[src/rtl/ov_sccb_cfg.sv]
// Power-up SCCB configuration sequencer for the OV2640. Walks an external
// register table and issues one 3-phase SCCB write (ID, reg, data) per entry.
module ov_sccb_cfg #(
  parameter int          SCL_DIV    = 250,
  parameter int          INIT_DELAY = 1000000,
  parameter int          REG_NUM    = 200,
  parameter logic [7:0]  DEV_ADDR   = 8'h60
) (
  input  logic        clk,
  input  logic        rst,
  input  logic        start,
  output logic [7:0]  tbl_idx,
  input  logic [15:0] tbl_data,
  output logic        sioc,
  output logic        siod_o,
  output logic        siod_oe,
  input  logic        siod_i,
  output logic        busy,
  output logic        cfg_done,
  output logic [7:0]  nack_cnt
);
  localparam int          PW         = $clog2(SCL_DIV);
  localparam int          DW         = $clog2(INIT_DELAY + 1);
  localparam logic [15:0] DELAY_MARK = 16'hFFF0;
  localparam logic [26:0] ACK_SLOTS  = 27'h0040201;
  localparam logic [7:0]  LAST_IDX   = 8'(REG_NUM - 1);

  // state   | meaning
  // IDLE    | just out of reset
  // PWRUP   | sensor power-up wait
  // FETCH   | present tbl_idx, latch tbl_data
  // START   | SCCB start condition
  // BITS    | 27 bit slots (3 bytes + don't-care bits)
  // STOP    | SCCB stop condition
  // GAP     | idle bus between writes
  // DELAY   | table-requested wait, bus idle
  // DONE    | table complete
  typedef enum logic [3:0] {
    S_IDLE, S_PWRUP, S_FETCH, S_START, S_BITS, S_STOP, S_GAP, S_DELAY, S_DONE
  } state_t;

  state_t        state, state_nxt;
  logic [PW-1:0] pre_cnt;
  logic [DW-1:0] dly_cnt;
  logic [1:0]    fetch_cnt;
  logic [1:0]    q;
  logic [4:0]    bit_cnt;
  logic [26:0]   shreg;
  logic [26:0]   ack_mask;
  logic          tick, q_end, last, dly_done, restart;

  assign tick     = (pre_cnt == '0);
  assign q_end    = tick && (q == 2'd3);
  assign last     = (tbl_idx == LAST_IDX);
  assign dly_done = (dly_cnt == '0);
  assign restart  = (state == S_DONE) && start;
  assign siod_o   = 1'b0;

  always_ff @(posedge clk or negedge rst) begin
    if (!rst) state <= S_IDLE;
    else      state <= state_nxt;
  end

  always_comb begin
    state_nxt = state;
    case (state)
      S_IDLE:  state_nxt = S_PWRUP;
      S_PWRUP: if (dly_done) state_nxt = S_FETCH;
      S_FETCH: if (fetch_cnt == 2'd2)
                 state_nxt = (tbl_data == DELAY_MARK) ? S_DELAY : S_START;
      S_START: if (q_end) state_nxt = S_BITS;
      S_BITS:  if (q_end && bit_cnt == 5'd26) state_nxt = S_STOP;
      S_STOP:  if (q_end) state_nxt = S_GAP;
      S_GAP:   if (q_end) state_nxt = last ? S_DONE : S_FETCH;
      S_DELAY: if (dly_done) state_nxt = last ? S_DONE : S_FETCH;
      S_DONE:  if (start) state_nxt = S_PWRUP;
      default: state_nxt = S_IDLE;
    endcase
  end

  always_comb begin
    sioc     = 1'b1;
    siod_oe  = 1'b0;
    busy     = (state != S_IDLE) && (state != S_DONE);
    cfg_done = (state == S_DONE);
    case (state)
      S_START: begin
        sioc    = (q != 2'd3);
        siod_oe = (q != 2'd0);
      end
      S_BITS: begin
        sioc    = q[1];
        siod_oe = ~shreg[26];
      end
      S_STOP: begin
        sioc    = (q != 2'd0);
        siod_oe = ~q[1];
      end
      default: ;
    endcase
  end

  always_ff @(posedge clk or negedge rst) begin
    if (!rst) begin
      pre_cnt   <= '0;
      dly_cnt   <= '0;
      fetch_cnt <= 2'd0;
      q         <= 2'd0;
      bit_cnt   <= 5'd0;
      shreg     <= '1;
      ack_mask  <= '0;
      tbl_idx   <= 8'd0;
      nack_cnt  <= 8'd0;
    end else begin
      pre_cnt <= tick ? PW'(SCL_DIV - 1) : pre_cnt - 1'b1;

      if ((state_nxt == S_PWRUP || state_nxt == S_DELAY) && state_nxt != state)
        dly_cnt <= DW'(INIT_DELAY - 1);
      else if (!dly_done)
        dly_cnt <= dly_cnt - 1'b1;

      fetch_cnt <= (state == S_FETCH) ? fetch_cnt + 2'd1 : 2'd0;

      if (state == S_FETCH)
        q <= 2'd0;
      else if (tick && (state inside {S_START, S_BITS, S_STOP, S_GAP}))
        q <= q + 2'd1;

      // ack slots carry a 1 so the shifter releases SIOD there
      if (state == S_FETCH && fetch_cnt == 2'd2) begin
        shreg    <= {DEV_ADDR, 1'b1, tbl_data[15:8], 1'b1, tbl_data[7:0], 1'b1};
        ack_mask <= ACK_SLOTS;
        bit_cnt  <= 5'd0;
      end else if (state == S_BITS && q_end) begin
        shreg    <= {shreg[25:0], 1'b1};
        ack_mask <= {ack_mask[25:0], 1'b0};
        bit_cnt  <= bit_cnt + 5'd1;
      end

      if (restart)
        nack_cnt <= 8'd0;
      else if (state == S_BITS && tick && q == 2'd2 && ack_mask[26] && siod_i
               && nack_cnt != 8'hFF)
        nack_cnt <= nack_cnt + 8'd1;

      if (restart)
        tbl_idx <= 8'd0;
      else if (((state == S_GAP && q_end) || (state == S_DELAY && dly_done)) && !last)
        tbl_idx <= tbl_idx + 8'd1;
    end
  end
endmodule
[config.mk]
export PLATFORM = sky130hd
export DESIGN_NAME = ov_sccb_cfg
export DESIGN_NICKNAME = d
export VERILOG_FILES = /design/src/rtl/ov_sccb_cfg.sv
export SDC_FILE = /design/constraint.sdc
export NUM_CORES = 1
export LEC_CHECK = 0
export ABC_CLOCK_PERIOD_IN_PS = 3500
export CELL_PAD_IN_SITES_DETAIL_PLACEMENT = 0
export CELL_PAD_IN_SITES_GLOBAL_PLACEMENT = 1
export CORE_ASPECT_RATIO = 1.1
export CORE_MARGIN = 2
export CORE_UTILIZATION = 45
export CTS_CLUSTER_SIZE = 24
export DETAILED_ROUTE_END_ITERATION = 12
export PLACE_DENSITY_LB_ADDON = 0.1
export SYNTH_ARGS = -nofsm -noshare
export SYNTH_HDL_FRONTEND = slang
export SYNTH_SLANG_ARGS = --single-unit
[constraint.sdc]
create_clock -name clk -period 3.5 [get_ports clk]
set_input_delay 0.7 -clock clk [delete_from_list [all_inputs] [get_ports clk]]
set_output_delay 0.7 -clock clk [all_outputs]
set_load 0.01 [all_outputs]
==> flow_summary.yaml <==
finish:
  post_route_cells_drive_above_1_share_pct: 10.7
  antenna_cells_inserted: 0
  n_fill_cell: 1070
  fin_nets: 632
  finish.cell_count_without_fillers: 757
  area_growth_syn_to_layout_pct: 16.6
  postLayoutCoreUtil_pct: 54.1
floorplanning:
  design.core.area_um2: 11500
  starting_density_of_the_core_pct: 46.4
  floorplan.rows: 41
  boundaryPins: 41
  die_area_um2: 12700
  die_extent_in_x_um: 108
  floorplan.die.height_um: 118
timing:
  final.min_clock_period_ns: 2.95
  unrepaired_setup_endpoints_after_global_routing: "false"
  final_min_period_over_clock_period_pct: 84.4
  finalHoldViolCount: 0
  post_route_setup_tns_ns: 0
  setup_viol: 0
  max_freq_mhz: 338
  finalHoldWorstSlack_ns: 0.357
  slew_viol_final: 0
  tightest_slew_ns: 0.743
  worst_slew_margin_rel_pct: 50.3
  timing.clock.skew_ns: 0.00935
placed_design:
  place.detailed.hpwl_mm: 7.31
  numPlacedInstances: 741
  finalWeightedCongestion: 0.782
  buffer_ports.inserted: 39
cts:
  clkTransAtPathRegs_ns: 0.07
  insertion_delay_ns: 0.36
  htree_num_levels: 3
  post_cts.resized_instances: 0
  cts_tree: "yes"
  postCtsSetupBuffers: 0
  cts-root-to-sink-buffers: 2
  tritoncts.num_buffers: 9
  numClockSinks: 110
  cts_root_buf: "sky130_fd_sc_hd__clkbuf_16"
  post_cts_hold_buffer_count: 0
synth:
  synth.lib_cells_used.distinct: 54
  net_count_after_synthesis: 600
  synth-xor-area-share_pct: 6.41
  synth_commonest_cells: "136 x sky130_fd_sc_hd__nand2_1, 84 x sky130_fd_sc_hd__dfrtp_1, 50 x sky130_fd_sc_hd__nor2_1"
  synth-seq-area-share_pct: 52.3
  post-synth-top-area-fraction_pct: 39.4
  combinational_family_with_the_most_area_after_synthesis: "simple AND/OR/NAND/NOR gates"
  synthesized_instance_count: 570
  synth_area_leaders: "sky130_fd_sc_hd__dfrtp_1 39%, sky130_fd_sc_hd__dfstp_2 13%, sky130_fd_sc_hd__nand2_1 9.6%"
  postSynth.topFlopCell: "sky130_fd_sc_hd__dfrtp_1"
  mappedNetlistArea_um2: 5330
  average_size_of_a_mapped_cell_um2: 9.35
  yosys.area.top_type: "sky130_fd_sc_hd__dfrtp_1"
  synth_fa_ha_area_share_pct: 2.35
  post_synthesis_mux_area_share_pct: 1.13
  post-synth-top-count-cell: "sky130_fd_sc_hd__nand2_1"
  synth_enable_flop_cells: 0
  yosys_reg_bits: 110
  synthesis.yosys.warnings: 0
  asyncSetResetFlopFracSynth_pct: 100
  synth_compound_gate_area_share_pct: 7.30
  synth_simple_gate_area_share_pct: 27.5
global_routing:
  global_route_overflow: 0
  grt_start_max_net_pins: 63
  grt_pass1_vias: 3916
  grt_first_pass_wirelength_mm: 18.9
  initial_antenna_violation_count: 0
  gr-usage-all-layers_pct: 18.7
outcome:
  run_status: "completed"
detailed_routing:
  drtIter0Drc: 146
  wirelength_mm: 11.0
  vias_per_cell: 5.26
  drt_first_pass_iters: 4
  route.vias.total: 3979
  routed_wire_length_per_instance_um: 14.5
  post_route_drc: 0
  route.antenna.remaining_nets: 0
hold_path:
  hold_class: "in2async"
setup_path:
  worstPathMaxFanout: 14
  cp.arrival_ns: 2.25
  worst_path_largest_cell_delay_ns: 0.59
  path_buf_inv: 2
  cp_cell_sequence: "nor2b_1 > inv_1 > o22ai_1 > nand2_1 > o21ai_0 > clkdlybuf4s50_1"
  slowest_stage_cell_crit_path: "sky130_fd_sc_hd__dfrtp_1"
  critPathTopFamily: "buffers and inverters"
  worst_setup_path_end_kind: "primary output"
  timing_worst_setup_path_type: "reg2out"
  cp.required_ns: 2.80
  critical_path.startpoint_type: "register"
power:
  worst_ir_drop_vdd_v: 0.000423
  powerDensity_nw_per_um2: 389
  static-leakage-power_uw: 0.00277
run:
  maxCapViolCount: 0
==> cell families after synthesis <==
family,after synthesis
simple gates,305
flops,110
compound gates,59
buf+inv,40
xor+xnor,39
fa+ha+maj,10
mux,6
other cells,1
==> sequential cells by signal, summed over array words and instances, names as in the netlist <==
name / cells
ack_mask: 27
shreg: 26
dly_cnt: 20
nack_cnt: 8
pre_cnt: 8
tbl_idx: 8
bit_cnt: 5
state: 4
fetch_cnt: 2
q: 2
==> final timing paths <==
check | startpoint | end | slack [ns] | cells past startpoint
min | rst | dly_cnt[7] | 0.36 | 1
max in group asynchronous | rst | shreg[22] | 2.33 | 2
min in group clk | fetch_cnt[0] | fetch_cnt[0] | 0.42 | 1
min reg2reg | fetch_cnt[0] | fetch_cnt[0] | 0.42 | 1
max | state[1] | siod_oe | 0.55 | 6
max reg2reg | dly_cnt[0] | dly_cnt[13] | 0.68 | 10
==> where the power goes <==
group	internal, uW	total, uW	switching [uW]
logic	22.1	53.4	31.4
registers	1270	1270	0.456
clock network	607	1090	483
total	1900	2420	515
==> metrics by stage <==
| step | power, uW | area [um2] | setup slack (ns) |
|---|---|---|---|
| floorplan | 1300 | 5330 | 0.934 |
| global placement | 1350 | 5900 | 0.244 |
| global route | 2500 | 6220 | 0.399 |
| CTS | 2450 | 6220 | 0.515 |
| detailed placement | 1350 | 5900 | 0.136 |
| finish | 2420 | 6220 | 0.545 |
==> worst register-to-register path: stages, from the launching register on <==
cell                       delay (ns)
sky130_fd_sc_hd__dfrtp_1         0.40
sky130_fd_sc_hd__inv_1           0.11
sky130_fd_sc_hd__ha_1            0.18
sky130_fd_sc_hd__or4b_4          0.51
sky130_fd_sc_hd__nor4_4          0.28
sky130_fd_sc_hd__a31oi_1         0.16
sky130_fd_sc_hd__a311o_1         0.42
sky130_fd_sc_hd__nor3_2          0.22
sky130_fd_sc_hd__o211ai_2        0.12
sky130_fd_sc_hd__buf_12          0.18
sky130_fd_sc_hd__and2_1          0.14
==> routing by layer <==
| metal | wire (um) | global-route usage, % | part of all wire (%) | up-vias |
|---|---|---|---|---|
| li1 | - | - | - | 1980 |
| met1 | 5090 | 24.2 | 46 | 1953 |
| met2 | 5480 | 31.0 | 50 | 38 |
| met3 | 312 | 5.02 | 2.8 | 8 |
| met4 | 117 | 5.05 | 1.1 | 0 |
| met5 | 0 | 0 | 0 | - |
==> cell usage in the layout (no fill, tap or decap), types with 6 or more instances in the layout <==
cell,n
sky130_fd_sc_hd__nor3_1,18
sky130_fd_sc_hd__and2_1,10
sky130_fd_sc_hd__dfrtp_1,84
sky130_fd_sc_hd__clkbuf_16,10
sky130_fd_sc_hd__buf_4,9
sky130_fd_sc_hd__dfstp_2,26
sky130_fd_sc_hd__a22oi_1,11
sky130_fd_sc_hd__nand4_1,7
sky130_fd_sc_hd__o22ai_1,6
sky130_fd_sc_hd__mux2i_1,6
sky130_fd_sc_hd__nor2_1,49
sky130_fd_sc_hd__nor2b_1,6
sky130_fd_sc_hd__nand3_1,36
sky130_fd_sc_hd__clkdlybuf4s50_1,38
sky130_fd_sc_hd__xor2_1,24
sky130_fd_sc_hd__nand2_1,136
sky130_fd_sc_hd__ha_1,10
sky130_fd_sc_hd__o21ai_0,13
sky130_fd_sc_hd__xnor2_1,15
sky130_fd_sc_hd__and3_1,7
sky130_fd_sc_hd__inv_1,12
sky130_fd_sc_hd__a21oi_1,12
==> final cells by class <==
| cell class | instances | area [um2] | share of cell area, % |
|---|---|---|---|
| Clock buffer | 11 | 254 | 4.09 |
| Inverter | 12 | 45.0 | 0.725 |
| Clock inverter | 5 | 65.1 | 1.05 |
| Tap cell | 150 | 188 | 3.02 |
| Timing Repair Buffer | 49 | 488 | 7.85 |
| Sequential cell | 110 | 2790 | 44.8 |
| Multi-Input combinational cell | 420 | 2390 | 38.5 |
(Power assumes the default switching activity.)
